## config.mk

```make
export PLATFORM = sky130hd
export DESIGN_NAME = systolic_output_collector
export DESIGN_NICKNAME = d
export VERILOG_FILES = /design/src/rtl/systolic_output_collector.sv
export SDC_FILE = /design/constraint.sdc
export NUM_CORES = 1
export LEC_CHECK = 0
export CORE_ASPECT_RATIO = 0.9
export CORE_MARGIN = 2
export CORE_UTILIZATION = 63
export CTS_BUF_LIST = sky130_fd_sc_hd__clkbuf_8
export DETAILED_ROUTE_END_ITERATION = 10
export PLACE_DENSITY = 0.95
export SYNTH_ARGS = -nofsm -noshare
export SYNTH_HDL_FRONTEND = slang
export SYNTH_SLANG_ARGS = --single-unit
```

## constraint.sdc

```tcl
create_clock -name clk -period 4.8 [get_ports clk]
set_input_delay 0.96 -clock clk [delete_from_list [all_inputs] [get_ports clk]]
set_output_delay 0.96 -clock clk [all_outputs]
set_load 0.02 [all_outputs]
```

## src/rtl/systolic_output_collector.sv

```systemverilog
// Systolic output collector: de-skews NUM_COL time-staggered column results
// into one aligned row, tags tile boundaries and buffers rows in a
// show-ahead FIFO drained over a valid/ready stream.
module systolic_output_collector #(
    parameter int NUM_COL    = 4,
    parameter int BW_ACCU    = 32,
    parameter int FIFO_DEPTH = 4,
    parameter int BW_ROWCNT  = 16
) (
    input  logic                          clk,
    input  logic                          reset_n,
    input  logic                          clear,
    input  logic [NUM_COL*BW_ACCU-1:0]    col_data_in,
    input  logic                          valid_in,
    input  logic [BW_ROWCNT-1:0]          row_count_cfg,
    output logic [NUM_COL*BW_ACCU-1:0]    out_data,
    output logic                          out_valid,
    input  logic                          out_ready,
    output logic                          out_last,
    output logic [$clog2(FIFO_DEPTH):0]   fifo_level,
    output logic                          overflow_err,
    output logic                          busy
);

    localparam int DW = NUM_COL * BW_ACCU;
    localparam int ND = NUM_COL - 1;
    localparam int AW = $clog2(FIFO_DEPTH);
    localparam int LW = AW + 1;

    logic [DW-1:0] aligned_row_s;
    logic          aligned_valid_s;
    logic          dly_busy_s;

    // Last column needs no delay and passes straight through.
    assign aligned_row_s[NUM_COL*BW_ACCU-1 -: BW_ACCU] = col_data_in[NUM_COL*BW_ACCU-1 -: BW_ACCU];

    generate
        if (ND > 0) begin : g_skew
            logic [ND-1:0] vld_r;

            // Valid shift register; its tail marks the cycle the row is aligned.
            always_ff @(posedge clk or negedge reset_n) begin
                if (!reset_n) begin
                    vld_r <= '0;
                end else if (clear) begin
                    vld_r <= '0;
                end else begin
                    vld_r[0] <= valid_in;
                    for (int s = 1; s < ND; s++) begin
                        vld_r[s] <= vld_r[s-1];
                    end
                end
            end

            assign aligned_valid_s = vld_r[ND-1];
            assign dly_busy_s      = |vld_r;

            for (genvar c = 0; c < ND; c++) begin : g_col
                localparam int D = ND - c;
                logic [BW_ACCU-1:0] pipe_r [D];

                // Column c is delayed by NUM_COL-1-c stages to line up with the last column.
                always_ff @(posedge clk or negedge reset_n) begin
                    if (!reset_n) begin
                        for (int s = 0; s < D; s++) begin
                            pipe_r[s] <= '0;
                        end
                    end else if (clear) begin
                        for (int s = 0; s < D; s++) begin
                            pipe_r[s] <= '0;
                        end
                    end else begin
                        pipe_r[0] <= col_data_in[c*BW_ACCU +: BW_ACCU];
                        for (int s = 1; s < D; s++) begin
                            pipe_r[s] <= pipe_r[s-1];
                        end
                    end
                end

                assign aligned_row_s[c*BW_ACCU +: BW_ACCU] = pipe_r[D-1];
            end
        end else begin : g_noskew
            assign aligned_valid_s = valid_in;
            assign dly_busy_s      = 1'b0;
        end
    endgenerate

    logic [DW:0]           mem_r [FIFO_DEPTH];
    logic [AW-1:0]         wr_ptr_r;
    logic [AW-1:0]         rd_ptr_r;
    logic [LW-1:0]         count_r;
    logic [BW_ROWCNT-1:0]  row_cnt_r;
    logic                  ovf_r;

    logic [BW_ROWCNT-1:0]  cfg_last_s;
    logic                  row_last_s;
    logic                  full_s;
    logic                  pop_s;
    logic                  push_s;
    logic                  drop_s;

    // Handshake decode and tile-boundary detection (cfg of 0 behaves as 1).
    always_comb begin
        cfg_last_s = '0;
        if (row_count_cfg != {BW_ROWCNT{1'b0}}) begin
            cfg_last_s = row_count_cfg - BW_ROWCNT'(1);
        end else begin
            cfg_last_s = '0;
        end
        row_last_s = (row_cnt_r >= cfg_last_s);
        full_s     = (count_r == LW'(FIFO_DEPTH));
        pop_s      = (count_r != {LW{1'b0}}) && out_ready;
        push_s     = aligned_valid_s && (!full_s || pop_s);
        drop_s     = aligned_valid_s && full_s && !pop_s;
    end

    // FIFO storage: {last, row} written on push.
    always_ff @(posedge clk or negedge reset_n) begin
        if (!reset_n) begin
            for (int i = 0; i < FIFO_DEPTH; i++) begin
                mem_r[i] <= '0;
            end
        end else if (push_s && !clear) begin
            mem_r[wr_ptr_r] <= {row_last_s, aligned_row_s};
        end else begin
            mem_r[wr_ptr_r] <= mem_r[wr_ptr_r];
        end
    end

    // FIFO pointers, occupancy and sticky overflow flag.
    always_ff @(posedge clk or negedge reset_n) begin
        if (!reset_n) begin
            wr_ptr_r <= '0;
            rd_ptr_r <= '0;
            count_r  <= '0;
            ovf_r    <= 1'b0;
        end else if (clear) begin
            wr_ptr_r <= '0;
            rd_ptr_r <= '0;
            count_r  <= '0;
            ovf_r    <= 1'b0;
        end else begin
            if (push_s) begin
                wr_ptr_r <= wr_ptr_r + AW'(1);
            end else begin
                wr_ptr_r <= wr_ptr_r;
            end
            if (pop_s) begin
                rd_ptr_r <= rd_ptr_r + AW'(1);
            end else begin
                rd_ptr_r <= rd_ptr_r;
            end
            case ({push_s, pop_s})
                2'b10:   count_r <= count_r + LW'(1);
                2'b01:   count_r <= count_r - LW'(1);
                default: count_r <= count_r;
            endcase
            if (drop_s) begin
                ovf_r <= 1'b1;
            end else begin
                ovf_r <= ovf_r;
            end
        end
    end

    // Row counter advances on every aligned row, stored or dropped, so framing survives drops.
    always_ff @(posedge clk or negedge reset_n) begin
        if (!reset_n) begin
            row_cnt_r <= '0;
        end else if (clear) begin
            row_cnt_r <= '0;
        end else if (aligned_valid_s) begin
            row_cnt_r <= row_last_s ? {BW_ROWCNT{1'b0}} : row_cnt_r + BW_ROWCNT'(1);
        end else begin
            row_cnt_r <= row_cnt_r;
        end
    end

    // Output view: everything below is derived straight from registers.
    always_comb begin
        out_data     = mem_r[rd_ptr_r][DW-1:0];
        out_last     = mem_r[rd_ptr_r][DW];
        out_valid    = (count_r != {LW{1'b0}});
        fifo_level   = count_r;
        overflow_err = ovf_r;
        busy         = dly_busy_s || (count_r != {LW{1'b0}});
    end

endmodule

```

* After elaboration in Yosys (flattened, before gate mapping)
Cells that the tools add are included.
** Cells by class
- Bitwise operators :: 2
- Reduce and logical (&&, ||, !) cells :: 19
- Add/subtract/negate cells :: 6
- Muxes and demuxes :: 27
- $lt $le $gt $ge :: 4
- Equality and inequality tests :: 3
** Operators by type and width (count)
- $bwmux 516 :: 2
- $mux 129 :: 5
- $bmux 129 s2 :: 2
- $mux 516 :: 1
- $demux 129 s2 :: 1
- $mux 96 :: 1
- $mux 16 :: 4
- $mux 64 :: 1
- $mux 32 :: 1
- $add 16x1->16 const B :: 1
- $ge 16x16->1 :: 1
- $reduce_bool 16->1 :: 1
- $sub 16x1->16 const B :: 1
- $mux 2 :: 4
- $reduce_bool 2->1 :: 4
- $ge 3x3->1 const B :: 2
- $logic_and 1x1->1 :: 6
- $mux 3 :: 2
- $not 2->3 :: 2
- $pmux 3 s2 :: 1
- $reduce_bool 3->1 :: 2
- $add 2x1->2 const B :: 2
- $add 3x1->3 const B :: 1
- $eq 3x3->1 const B :: 1
- 8 further kinds :: 12
** Storage, ports and cells
- Flip-flop bits (word level) :: 735

* Depth between registers and ports, before layout
Gate-level depths: netlist (run 1).
- Word-level depth :: 7
- Gate-level depth with buffers :: 15

* Worst setup path after synthesis (run 1)
OpenSTA, ideal clock, no wires.
- Path type :: input -> register
- Start :: in row_count_cfg[11]
- End :: reg row_cnt_r[9]
- Arrival :: 4.030 ns
- Stages :: 14
- Setup time :: 0.079 ns
- Slack :: 0.690 ns
- Buffers on the path :: 2
- Required time :: 4.721 ns
- Path through :: or4_4 > or3_4 > nor4_4 > nand4b_4 > and2_2 > ha_1 > nand2b_1 > a2111oi_0 > nor4b_1 > nor3_2 > buf_2 > buf_2 > nand2_1 > mux2i_1
** On the way
- Cells in the longest elaborated chain, start to end :: 6
** RTL lines
- from (decl) :: RTL line 15 : input logic [BW_ROWCNT-1:0] row_count_cfg,
- $sub 16x1->16 or $reduce_bool 16->1 (tied branches) :: RTL line 106, 105
- $mux 16 * :: RTL line 105 : if (row_count_cfg != {BW_ROWCNT{1'b0}}) begin
- $ge 16x16->1 * :: RTL line 110 : row_last_s = (row_cnt_r >= cfg_last_s);
- $mux 16 * :: RTL line 173 : row_cnt_r <= row_last_s ? {BW_ROWCNT{1'b0}} : row_cnt_r + BW_ROWCNT'(1);
- $mux 16 * :: RTL line 172 : end else if (aligned_valid_s) begin
- $mux 16 * :: RTL line 170 : end else if (clear) begin
- to (signal assigned) :: RTL line 173
- to (signal assigned) :: RTL line 175 : row_cnt_r <= row_cnt_r;
- to (decl) :: RTL line 92 : logic [BW_ROWCNT-1:0] row_cnt_r;
Every way passes the cells marked *; elsewhere a longest branch is shown, timed or not. The select of a mux whose other input is x is not followed.
A chain may end at the register's enable or synchronous reset.

* Final worst setup path (run 1)
- Start :: in row_count_cfg[11]
- End :: reg row_cnt_r[15]
The elaborated chain is that of the path after synthesis.

==> results.yml, run 1 <==
status:
  status: "complete, no violations"
worst_setup_path:
  crit_path_end_kind: "flop"
  crit_type: "in2reg"
  cp_cell_sequence: "clkdlybuf4s50_1 -> or4_4 -> or3_4 -> nor4_4 -> nand4b_4 -> and2_2 -> ha_1 -> nand2b_1 -> a2111oi_0 -> nor4b_1 -> nor3_2 -> buf_4 -> a21oi_1 -> mux2i_1"
  required_ns: 5.45
  startpoint_type: "primary input"
  slowest_delay_ns: 0.55
  cp_max_fo: 27
  cp.arrival_ns: 4.90
  cp_slowest_cell: "or4_4"
  r2r_setup_slack_ns: 1.98
timing:
  fmax_mhz: 235.0
  post-route-period-util: 0.8867
  layout_min_cycle_time_ns: 4.256
  grt_setup_unrepaired: "no"
  slew_headroom: 0.2563
  finClkSkew_ns: 0.03007
  maxSlewViolCount: 0
  hold_viol: 0
  tightest_slew_ns: 1.116
  setup_viol_count_final: 0
die:
  dieArea_um2: 57130
  core_region_area_um2: 54420
  start_util: 0.6393
  die_h_um: 227.0
  io_pins: 284
  fp-row-count: 81
  die_w_um: 251.7
routing:
  vias_per_cell: 6.398
  drt-initial-drc-count: 2464
  postRouteAntennaNets: 0
  drc_errors: 0
  dr.pass1.iters: 7
  wl_mm: 87.46
  wl_per_cell_um: 22.97
  vias: 24370
global_route:
  overflow: 0
  antenna_found_initial: 3
  grt_max_degree: 134
  track_usage: 0.3158
  grt_pass1_wl_mm: 140.5
  grt_pass1_vias: 26470
yosys:
  synth_nets: 2955
  async_flop_share: 1.000
  ys_ff_latch: 735
  synthCells: 2782
  syn_avg_cell_area_um2: 12.51
  seq_area_frac_synth: 0.5286
  syn_area_um2: 34790
  synth_warnings: 0
  synthFlopType: "dfrtp_1"
  synth_edf_count: 0
  ys_types: 49
place:
  placed_cell_area_um2: 38280
  io_buffers: 283
  place_hpwl_mm: 52.32
  routabilityCongestion: 0.8162
clocking:
  post_cts_buffers: 0
  clk_pin_slew_ns: 0.07
  cts_tree: "yes"
  clockBufferDepth: 3
  post_cts_resized: 0
  h-tree-depth: 3
  hold_buffers: 0
  clk_latency_ns: 0.73
  cts.sinks: 735
  cts_made_buffers: 114
  cts.root.buffer_cell: "clkbuf_8"
finish:
  syn2layout_area_growth_pct: 16.76
  fillers: 2999
  fin_util: 0.7465
  layout_common_cells: "dfrtp_1 (731), nor2_1 (538), a21oi_1 (532)"
  ff_latch_area_um2: 18410
  nets: 3188
  drive_above_1_share: 0.1903
  multi_input_area_um2: 15460
  final_area_um2: 40630
  final_common_cell: "dfrtp_1"
pwr:
  leakagePower_uw: 0.01502
  power.total_uw: 21150
  vdd_drop_max_uv: 271.9
  powerDensity_nw_per_um2: 520.6
min_path:
  hold_class: "in2async"
job:
  cap_violations: 0
path summary, 6_finish.rpt:
path                                                            from                                    to  cells after the start
worst max-delay path                               row_count_cfg[11]             row_cnt_r[15]$_DFFE_PN0P_                     14
worst max register to register               wr_ptr_r[0]$_DFFE_PN0P_                mem_r[291]$_DFFE_PN0P_                      4
worst min register to register  g_skew.g_col[0].pipe_r[77]$_DFF_PN0_  g_skew.g_col[0].pipe_r[45]$_DFF_PN0_                      1
worst min-delay path                                         reset_n                mem_r[510]$_DFFE_PN0P_                      1
min in group clk                g_skew.g_col[0].pipe_r[77]$_DFF_PN0_  g_skew.g_col[0].pipe_r[45]$_DFF_PN0_                      1
max in group asynchronous                                    reset_n  g_skew.g_col[2].pipe_r[13]$_DFF_PN0_                      2
state kept, by name, indices dropped and copies added, names as in the netlist, 2 cells and up:
name,cells
rd_ptr_r,2
fifo_level,3
row_cnt_r,16
wr_ptr_r,2
g_skew.g_col.pipe_r,128
aligned_row_s,64
mem_r,516
g_skew.vld_r,3
metal layers:
metal  track usage  up-vias  part of all wire
met5             0        -           0.00015
met4        0.1582        2             0.047
met3       0.07432      320             0.085
met2        0.5278     1296              0.51
met1        0.3925    12390              0.36
li1              -    10360                 -
report_power, final:
| group | leakage [µW] | internal [µW] | switching (µW) |
|---|---|---|---|
| clock network | 0.00135 | 2900 | 2460 |
| logic | 0.00581 | 3700 | 3620 |
| registers | 0.00786 | 7440 | 1030 |
| total | 0.0150 | 14000 | 7110 |
cell usage after synthesis (2+ instances only):
| cell type | number | area share |
|---|---|---|
| a211oi_1 | 4 | 0.00086 |
| a21oi_1 | 532 | 0.077 |
| and3_1 | 6 | 0.0011 |
| buf_1 | 12 | 0.0013 |
| buf_2 | 30 | 0.0043 |
| buf_6 | 14 | 0.0045 |
| clkbuf_1 | 163 | 0.018 |
| dfrtp_1 | 735 | 0.53 |
| ha_1 | 23 | 0.0083 |
| inv_1 | 9 | 0.00097 |
| mux2_2 | 5 | 0.0016 |
| mux2i_1 | 47 | 0.014 |
| mux2i_4 | 90 | 0.058 |
| mux4_2 | 258 | 0.17 |
| nand2_1 | 33 | 0.0036 |
| nand3_1 | 21 | 0.0030 |
| nand3b_1 | 5 | 0.0011 |
| nand4_1 | 4 | 0.00072 |
| nor2_1 | 538 | 0.058 |
| nor2b_1 | 195 | 0.035 |
| nor3_1 | 8 | 0.0012 |
| nor4_4 | 2 | 0.0012 |
| o21a_1 | 2 | 0.00043 |
| o21ai_0 | 8 | 0.0012 |
| xnor2_1 | 4 | 0.0010 |
| xor2_1 | 11 | 0.0028 |
critical path: cells and delay by family:
| kind | cells | cell delay, ns |
|---|---|---|
| adders and majority gates | 1 | 0.26 |
| buffers and inverters | 2 | 0.76 |
| and+or+nand+nor | 8 | 2.06 |
| muxes | 1 | 0.20 |
| AOI/OAI and AO/OA | 2 | 0.64 |
layout make-up:
type | instances | area share
Sequential cell | 735 | 0.4531
Multi-Input combinational cell | 1819 | 0.3805
Timing Repair Buffer | 336 | 0.08614
Clock buffer | 141 | 0.04777
Tap cell | 705 | 0.02171
Clock inverter | 61 | 0.009794
Inverter | 9 | 0.0008316
Antenna cell | 2 | 0.0001232
stage by stage:
| step | TNS (ns) | hold slack (ns) | instances | worst slack (ns) |
|---|---|---|---|---|
| global route | 0 | 0.3732 | 3808 | 0.2758 |
| floorplan | 0 | 0.4385 | 2782 | 0.6904 |
| global placement | -0.07299 | 0.4417 | 3604 | -0.03390 |
| CTS | 0 | 0.3823 | 3806 | 0.6050 |
| finish | 0 | 0.3092 | 3808 | 0.5440 |
| detailed placement | -0.9375 | 0.4475 | 3604 | -0.1393 |
cells by family (layout without fill, tap and decap cells):
family / Yosys count / in the layout / share of synthesized area
other cells: 0 / 2 / 0
buf+inv: 228 / 547 / 0.02870
simple gates: 829 / 829 / 0.1095
flops: 735 / 735 / 0.5286
compound gates: 551 / 551 / 0.08019
mux: 400 / 400 / 0.2404
xor+xnor: 15 / 15 / 0.003776
fa+ha+maj: 24 / 24 / 0.008846
Power figures use the tool's default switching activity.
==> run 2, diff against run 1 <==
- CORE_UTILIZATION: 63 -> 40
- PLACE_DENSITY: 0.95 -> 0.67
==> results.yml, run 2 (same netlist as run 1, synthesis figures left out) <==
status:
  status: "complete, no violations"
timing:
  fmax_mhz: 241.1
  maxSlewViolCount: 0
  layout_min_cycle_time_ns: 4.148
  post-route-period-util: 0.8641
  setup_tns_ns: 0
  slew_headroom: 0.3184
  grt_setup_unrepaired: "no"
  fin_ws_ns: 0.6522
  hold_viol: 0
  setup_viol_count_final: 0
  finClkSkew_ns: 0.04078
  tightest_slew_ns: 1.019
die:
  die_h_um: 283.8
  io_pins: 284
  die_w_um: 314.9
  dieArea_um2: 89370
  start_util: 0.4039
  fp-row-count: 102
  core_region_area_um2: 86150
worst_setup_path:
  cp_slowest_cell: "dfrtp_4"
  crit_type: "reg2out"
  cp_max_fo: 27
  rr_worst_depth: 4
  cp_top_family: "buffers and inverters"
  crit_path_end_kind: "output pin"
  cp_num_buf_inv: 2
  timing.rr.start: "wr_ptr_r[1]$_DFFE_PN0P_"
  slowest_delay_ns: 0.85
  startpoint_type: "flop"
  required_ns: 3.84
  cp_cell_sequence: "buf_4 -> mux4_2 -> clkdlybuf4s50_1"
  r2r_setup_slack_ns: 1.70
  timing.rr.end: "mem_r[515]$_DFFE_PN0P_"
  cp.arrival_ns: 3.19
pwr:
  p_clk_frac: 0.267
  switching_share: 0.3247
  p_seq_frac: 0.395
  powerDensity_nw_per_um2: 509.0
  p_comb_frac: 0.338
  power.total_uw: 21170
  p_int_uw: 14300
  p_switching_uw: 6874
  vdd_drop_max_uv: 356.4
  leakagePower_uw: 0.01527
finish:
  drive_above_1_share: 0.1974
  fin_util: 0.4829
  final_area_um2: 41600
  final_common_cell: "dfrtp_1"
  layout_common_cells: "dfrtp_1 (731), nor2_1 (538), a21oi_1 (532)"
  fillers: 7647
  top_register: "mem_r"
  syn2layout_area_growth_pct: 19.55
  largest_reg_flops: 516
  ff_latch_area_um2: 18410
  multi_input_area_um2: 15460
  nets: 3211
routing:
  vias_per_cell: 5.277
  dr.pass1.iters: 5
  postRouteAntennaNets: 0
  vias: 22590
  drt-initial-drc-count: 1872
  drc_errors: 0
  wl_per_cell_um: 19.18
  wl_mm: 82.13
place:
  place_hpwl_mm: 51.27
  placed_cell_area_um2: 39030
  io_buffers: 283
  pre_cts_ws_ns: -0.05782
  routabilityCongestion: 0.7729
clocking:
  cts.root.buffer_cell: "clkbuf_8"
  cts_tree: "yes"
  cts_made_buffers: 120
  h-tree-depth: 3
  clk_latency_ns: 0.75
  post_cts_buffers: 0
  clk_pin_slew_ns: 0.06
  hold_buffers: 0
  post_cts_resized: 0
  clockBufferDepth: 3
  cts.sinks: 735
global_route:
  grt_pass1_vias: 23320
  overflow: 0
  grt_max_degree: 107
  grt_pass1_wl_mm: 132.2
  antenna_found_initial: 3
  track_usage: 0.1876
job:
  cap_violations: 0
min_path:
  hold_class: "in2async"
-- run 2: changes by cell type in the layout (fill, tap and decap cells not counted), sizes merged --
cell | before | now
clkbuf | 141 | 162
buf | 55 | 72
inv | 51 | 59
clkinv | 11 | 4
bufinv | 5 | 3
clkinvlp | 3 | 1
diode | 2 | 1
-- run 2: worst max-delay path by stage --
| stage | startpoint | end | cells after the start |
|---|---|---|---|
| finish | rd_ptr_r[0]$_DFFE_PN0P_ | out_data[23] | 3 |
| global route | rd_ptr_r[0]$_DFFE_PN0P_ | out_data[23] | 3 |
| CTS | rd_ptr_r[0]$_DFFE_PN0P_ | out_data[23] | 3 |
| detailed placement | row_count_cfg[11] | mem_r[128]$_DFFE_PN0P_ | 14 |
| global placement | row_count_cfg[11] | mem_r[257]$_DFFE_PN0P_ | 14 |
| floorplan | row_count_cfg[11] | row_cnt_r[9]$_DFFE_PN0P_ | 14 |
-- run 2: area by class of cell --
class / instances / area share
Timing Repair Buffer: 353 / 0.08901
Inverter: 9 / 0.0008122
Clock buffer: 162 / 0.05360
Multi-Input combinational cell: 1819 / 0.3716
Clock inverter: 58 / 0.007941
Antenna cell: 1 / 0.00006016
Sequential cell: 735 / 0.4425
Tap cell: 1144 / 0.03441
-- run 2: metal layers --
metal  global-route usage  share of wire  up-vias
met4              0.06071          0.027        0
li1                     -              -    10420
met3              0.03179          0.049      138
met5                    0              0        -
met1               0.2681           0.45    11460
met2               0.2922           0.47      576
-- run 2: worst register-to-register path: stages, from the launching register on --
cell and delay (ns):
dfrtp_4 0.75, inv_1 0.26, ha_4 0.65, buf_4 0.82, mux2_2 0.50
-- run 2: per-stage QoR --
stage / instances / hold slack [ns]
floorplan: 2782 / 0.4385
global placement: 4060 / 0.4433
detailed placement: 4060 / 0.4463
CTS: 4280 / 0.2302
global route: 4281 / 0.2456
finish: 4281 / 0.2584
-- run 2: power groups by stage --
stage / registers, µW / clock network [µW] / logic [µW]
final: 8370 / 5660 / 7150
after global placement: 8390 / 0 / 7110
after floorplan: 8130 / 0 / 4790
after detailed placement: 8450 / 0 / 7200
after global routing: 8550 / 6130 / 7660
after CTS: 8370 / 5830 / 7220
